## config.mk

```make
export PLATFORM = sky130hd
export DESIGN_NAME = obs_skew_fifo
export DESIGN_NICKNAME = d
export VERILOG_FILES = /design/src/rtl/leak_chk_pkg.sv /design/src/rtl/obs_skew_fifo.sv
export SDC_FILE = /design/constraint.sdc
export NUM_CORES = 1
export LEC_CHECK = 0
export CAP_MARGIN = 10
export CORE_ASPECT_RATIO = 1.4
export CORE_MARGIN = 3
export CORE_UTILIZATION = 40
export DETAILED_ROUTE_END_ITERATION = 6
export MAX_ROUTING_LAYER = met4
export PLACE_DENSITY = 0.71
export SYNTH_ARGS = -nofsm -noshare
export SYNTH_HDL_FRONTEND = slang
export SYNTH_SLANG_ARGS = --single-unit
```

## constraint.sdc

```tcl
create_clock -name clk -period 3.2 [get_ports clk]
set_input_delay 0.48 -clock clk [delete_from_list [all_inputs] [get_ports clk]]
set_output_delay 0.48 -clock clk [all_outputs]
set_load 0.1 [all_outputs]
```

## src/rtl/leak_chk_pkg.sv

```systemverilog
// Shared types and constants for the relational leak checker.
// Imported by the checker top and its skew FIFO.
package leak_chk_pkg;

  typedef enum logic [1:0] {
    IDLE  = 2'd0,
    CHECK = 2'd1,
    LEAK  = 2'd2,
    VOID  = 2'd3
  } chk_state_e;

  localparam int MODE_LOCKSTEP = 0;
  localparam int MODE_ALIGNED  = 1;

  // leak_ch carries one spare bit so all-ones never aliases a real channel
  function automatic int lch_w(input int num_ch);
    return $clog2(num_ch) + 1;
  endfunction

endpackage

```

## src/rtl/obs_skew_fifo.sv

```systemverilog
// Skew FIFO for one channel of one copy in commit-aligned mode.
// Head bypasses a same-cycle push when empty.
module obs_skew_fifo
  import leak_chk_pkg::*;
#(
  parameter int OBS_W = 32,
  parameter int DEPTH = 4
) (
  input  logic             clk,
  input  logic             rst,
  input  logic             push_i,
  input  logic [OBS_W-1:0] push_data_i,
  input  logic             pop_i,
  output logic [OBS_W-1:0] head_o,
  output logic             head_vld_o,
  output logic             ovf_o
);

  localparam int AW = $clog2(DEPTH);

  logic [OBS_W-1:0] mem_q [DEPTH];
  logic [AW:0]      wr_q, wr_d;
  logic [AW:0]      rd_q, rd_d;
  logic             empty;
  logic             full;
  logic             byp;
  logic             wr_en;

  assign empty = (wr_q == rd_q);
  assign full  = (wr_q[AW] != rd_q[AW])
              && (wr_q[AW-1:0] == rd_q[AW-1:0]);

  assign head_vld_o = !empty || push_i;
  assign head_o     = empty ? push_data_i
                            : mem_q[rd_q[AW-1:0]];

  assign ovf_o = push_i && full && !pop_i;

  // A bypassed push is consumed by the pop and never stored
  assign byp   = empty && push_i && pop_i;
  assign wr_en = push_i && !byp && !ovf_o;

  always_comb begin
    wr_d = wr_q;
    rd_d = rd_q;
    if (wr_en) begin
      wr_d = wr_q + 1'b1;
    end
    if (pop_i && !empty) begin
      rd_d = rd_q + 1'b1;
    end
  end

  always_ff @(posedge clk) begin
    if (rst) begin
      wr_q <= '0;
      rd_q <= '0;
    end else begin
      wr_q <= wr_d;
      rd_q <= rd_d;
    end
  end

  always_ff @(posedge clk) begin
    if (wr_en) begin
      mem_q[wr_q[AW-1:0]] <= push_data_i;
    end
  end

endmodule

```

## Word-level counts from Yosys, hierarchy flattened

Memory sizes are Yosys's and may differ from the RTL's. A register that Yosys moved wholly into a read port is not among the register bits.
Cells that the tools add are included.

| word-level totals | value |
|---|---|
| register bits | 6 |
| RAM bits | 128 |
| input bits | 36 |
| output and inout bits | 34 |
| logic and storage cells | 26 |
| memories kept | 1 |

Memory list:

| name | words | bits a word | rd ports | clocked after memory_dff | wr ports | line | source |
|---|---|---|---|---|---|---|---|
| mem_q | 4 | 32 | 1 | 1 | 1 | obs_skew_fifo.sv:21 | `logic [OBS_W-1:0] mem_q [DEPTH];` |

| operators by class | value |
|---|---|
| $add $sub $neg | 2 |
| equality and inequality tests | 3 |
| muxes and demuxes | 5 |
| reductions and logical operators | 13 |

Operators by type and width:

| operator | count |
|---|---|
| 2-to-1 mux 32 bit | 1 |
| logical AND 1 bit | 8 |
| adder 3 x 1 -> 3 bit (second input constant) | 2 |
| zero test 1 bit | 4 |
| 2-to-1 mux 2 bit | 2 |
| equality test 3 bit | 1 |
| equality test 2 bit | 1 |
| 2-to-1 mux 1 bit | 2 |
| logical OR 1 bit | 1 |
| inequality test 1 bit | 1 |

## Logic depth before layout (Yosys ltp)

| logic depth | value |
|---|---|
| word-level depth | 8 |
| mapped depth | 5 |

## Least setup slack after synthesis

No wires, ideal clock.

| timing | value |
|---|---|
| kind | register to output |
| start | reg wr_q[1] |
| end | out ovf_o |
| data arrival time | 3.751 ns |
| slack | -1.031 ns |
| stages on the path, launching flop included | 5 |
| path buffers | 1 |
| cells stage by stage | dfxtp_1 > xnor2_2 > buf_2 > nand2_1 > nor4_1 |

| between the ends | value |
|---|---|
| word-level cells in the longest chain between the ends | 4 |

Ends and longest elaborated chain:

| what | line | source |
|---|---|---|
| start: declaration | obs_skew_fifo.sv:22 | `logic [AW:0] wr_q, wr_d;` |
| start signal: assignment | obs_skew_fifo.sv:59 | `wr_q <= wr_d;` |
| equality test 2 bit | obs_skew_fifo.sv:31 | `&& (wr_q[AW-1:0] == rd_q[AW-1:0]);` |
| logical AND 1 bit | obs_skew_fifo.sv:31 |  |
| logical AND 1 bit (2 in a row) | obs_skew_fifo.sv:37 | `assign ovf_o = push_i && full && !pop_i;` |
| end: declaration | obs_skew_fifo.sv:16 | `output logic ovf_o` |

Every way passes these cells.

## Worst setup path in the final report

| timing | value |
|---|---|
| start | reg wr_q[1] |
| end | out head_o[4] |

| between the ends | value |
|---|---|
| word-level cells in the longest chain between the ends | 2 |

Ends and longest elaborated chain:

| what | line | source |
|---|---|---|
| equality test 3 bit | obs_skew_fifo.sv:29 | `assign empty = (wr_q == rd_q);` |
| 2-to-1 mux 32 bit | obs_skew_fifo.sv:34 | `assign head_o = empty ? push_data_i` |
| end: declaration | obs_skew_fifo.sv:14 | `output logic [OBS_W-1:0] head_o,` |

Every way passes these cells.

==> results.md <==
- Adder-Cell Fraction of Synth Area: 1.09%
- Synth unique cells: 32
- Post-Syn Instances: 268
- Clock buffer depth: 2
- Req. time, crit path: 2720 ps
- Net Count, Synth: 309
- Outcome: finished, final reports clean
- Setup TNS: 0 ps
- Largest delay share family, worst path: XOR/XNOR gates
- CP endpoint kind: output pin
- WP buf/inv: 1
- Final setup viols: 0
- First-pass GRT wire length: 17200 um
- RSZ-0062 raised after global routing: no
- Synthesized flop and latch total: 136
- Min-delay src: wr_q[2]
- Setup Fix Bufs, Post-CTS: 0
- Vias in the first global route: 3039
- Pin count of the biggest net entering global routing: 33
- Fraction of layout cells with a size suffix above 1: a little over two fifths
- Core Region: 0.0140 mm^2
- Hold Path Class: flip-flop to flip-flop
- Pre-Repair DR Iteration Count: 4
- Number of max-cap violations: 0
- Hold Vio Cnt, Final: 0
- Synth Area in Compound Gates: 1.39%
- IO Count: 70
- Synth Area in Simple Gates: 2.96%
- R2R Path Start: wr_q[2]
- DRT Wirelength: 11000 um
- Synth top area share: between 60 and 70%
- DP Worst Slack: 267 ps
- Crit Path Class: flip-flop to output pin
- Root buf cell: clkbuf_16
- Die Y: 148 um
- Standard-cell row count: 51
- YS warnings: 0
- DIE WIDTH: 107 um
- GRT overflow: 0
- H-tree levels: 4
- 1st-iter DRT viols: about 150
- Die ar.: 0.0159 mm^2
- Period minus WS final: 2890 ps
- Initial antenna violation count: 0
- Top-count cell post-synth: edfxtp_1
- Post-detailed-placement half-perimeter wirelength: 6700 um
- Area grow syn2layout: 33.0%
- Syn avg cell area: between 20 and 25 um^2
- Post-synth EDFFs: between 100 and 150
- Fin crit share: roughly 90%
- WP data arrival: 2410 ps
- Post-Syn Area: 0.00576 mm^2
- Gr usage total: 15.1%
- DRC viols: 0
- Worst path cell trace: xnor2_4 > nand3_4 > mux2_4 > buf_12
- Largest family of logic cells by synthesized area: multiplexers
- Final antenna diode count: 0
- Commonest cells in the netlist: 128 x edfxtp_1, 32 x mux4_2, 29 x mux2_4, 8 x buf_6, 8 x dfxtp_1
- Crit path max-delay cell type: xnor2_4
- Synth area leaders: edfxtp_1 67%, mux4_2 13%, mux2_4 7.6%
- Slew Viols, Final: 0
- Area leader, netlist: edfxtp_1
- Via count: 2837
- Average via count per standard cell: 5.16
- CTS clock-pin slew for the worst setup and hold paths: about 50 ps
- Mux share of post-synthesis cell area: a little over a fifth
- IO buf count: 69
- Worst Setup SP: wr_q[1]
- Worst-Skew Late Latency: 410 ps
- Post-Synth XOR/XNOR Area: 1.41%
- Layout Skew: about 7.4 ps
- Async SR Flop Fraction: 0%
- Seq/Total Area, Yosys: 69.6%
- Worst-Margin Slew: 883 ps
- Gpl congestion: between 0.7 and 0.8
- Util after Layout: a little over half
- Peak per-stage delay on the critical path: 510 ps
- Slew Limit Headroom: 41.2%
- Fmax: between 300 and 400 MHz
- Final ANT Viol Nets: 0
- Top FF cell, synth: edfxtp_1
- Crit path launch type: flip-flop
- Largest fanout on the critical path: 17
- Wire per inst: 20.0 um
- Clock Sinks: 136
- Initial core utilization: about two fifths
- Post-Layout Cell Count: 550
- CTS Buf Count: 17
- Cts hold-fix bufs: 0
- Layout net count: 394
- Setup ws final: 311 ps
- CTS tree: built
- DP Cell Count: 518
## state kept, by name, indices dropped and copies added, names as in the netlist, named ones only
signal  flops
mem_q     128
rd_q        3
wr_q        3
## repair_timing
item	CTS	global route
cloned	1	0
pin swaps	1	0
endpoints found under the setup margin	32	32
resized for setup	2	1
## placed cells by master, fill, tap and decap left out, types with 5 or more instances in the layout
| cell type | instances |
|---|---|
| clkdlybuf4s50_1 | 35 |
| buf_4 | 10 |
| ha_1 | 5 |
| buf_12 | 34 |
| edfxtp_1 | 128 |
| inv_1 | 5 |
| mux2_2 | 5 |
| mux2_4 | 29 |
| nand4_1 | 5 |
| mux4_2 | 32 |
| clkbuf_16 | 17 |
| dfxtp_1 | 6 |
## worst reg2reg max path: stages (launching register included)
cell and delay (ps):
dfxtp_1 420, xor3_1 570, a31oi_1 300, and2_2 480
buf_4 260
## cells by family after synthesis
| family | after synthesis |
|---|---|
| fa+ha+maj | 5 |
| compound gates | 10 |
| buf+inv | 19 |
| simple gates | 26 |
| flops | 136 |
| xor+xnor | 5 |
| mux | 67 |
## layer usage
| layer | part of all wire [%] | GRT usage, % | vias to the layer above |
|---|---|---|---|
| met3 | 3.9 | 3.71 | 9 |
| met2 | 55 | 25.5 | 70 |
| met4 | 1.4 | 5.50 | 0 |
| met1 | 40 | 17.5 | 1470 |
| met5 | 0 | - | - |
| li1 | - | - | 1288 |
## stage by stage
stage	cell area, um^2	hold WS (ps)
final	7650	571
after CTS	7640	573
after global placement	7000	517
after detailed placement	7000	564
after floorplan	5760	505
after global routing	7650	623
## layout make-up
class / instances / area (um^2)
Fill cell: 1032 / 6320
Inverter: 5 / 18.8
Clock inverter: 14 / 183
Sequential cell: 136 / 4010
Clock buffer: 17 / 425
Multi-Input combinational cell: 114 / 1680
Tap cell: 185 / 231
Timing Repair Buffer: 79 / 1110
## path summary, 6_finish.rpt
| kind | endpoint | slack [ps] | depth (start not counted) |
|---|---|---|---|
| setup / recovery | head_o[4] | 310 | 4 |
| hold reg to reg | wr_q[2] | 570 | 2 |
| setup reg to reg | mem_q[1][21] | 870 | 4 |
| hold / removal | wr_q[2] | 570 | 2 |
Power is not shown: default switching activity piles up to over one toggle a cycle in this logic, so the estimate is an artifact.
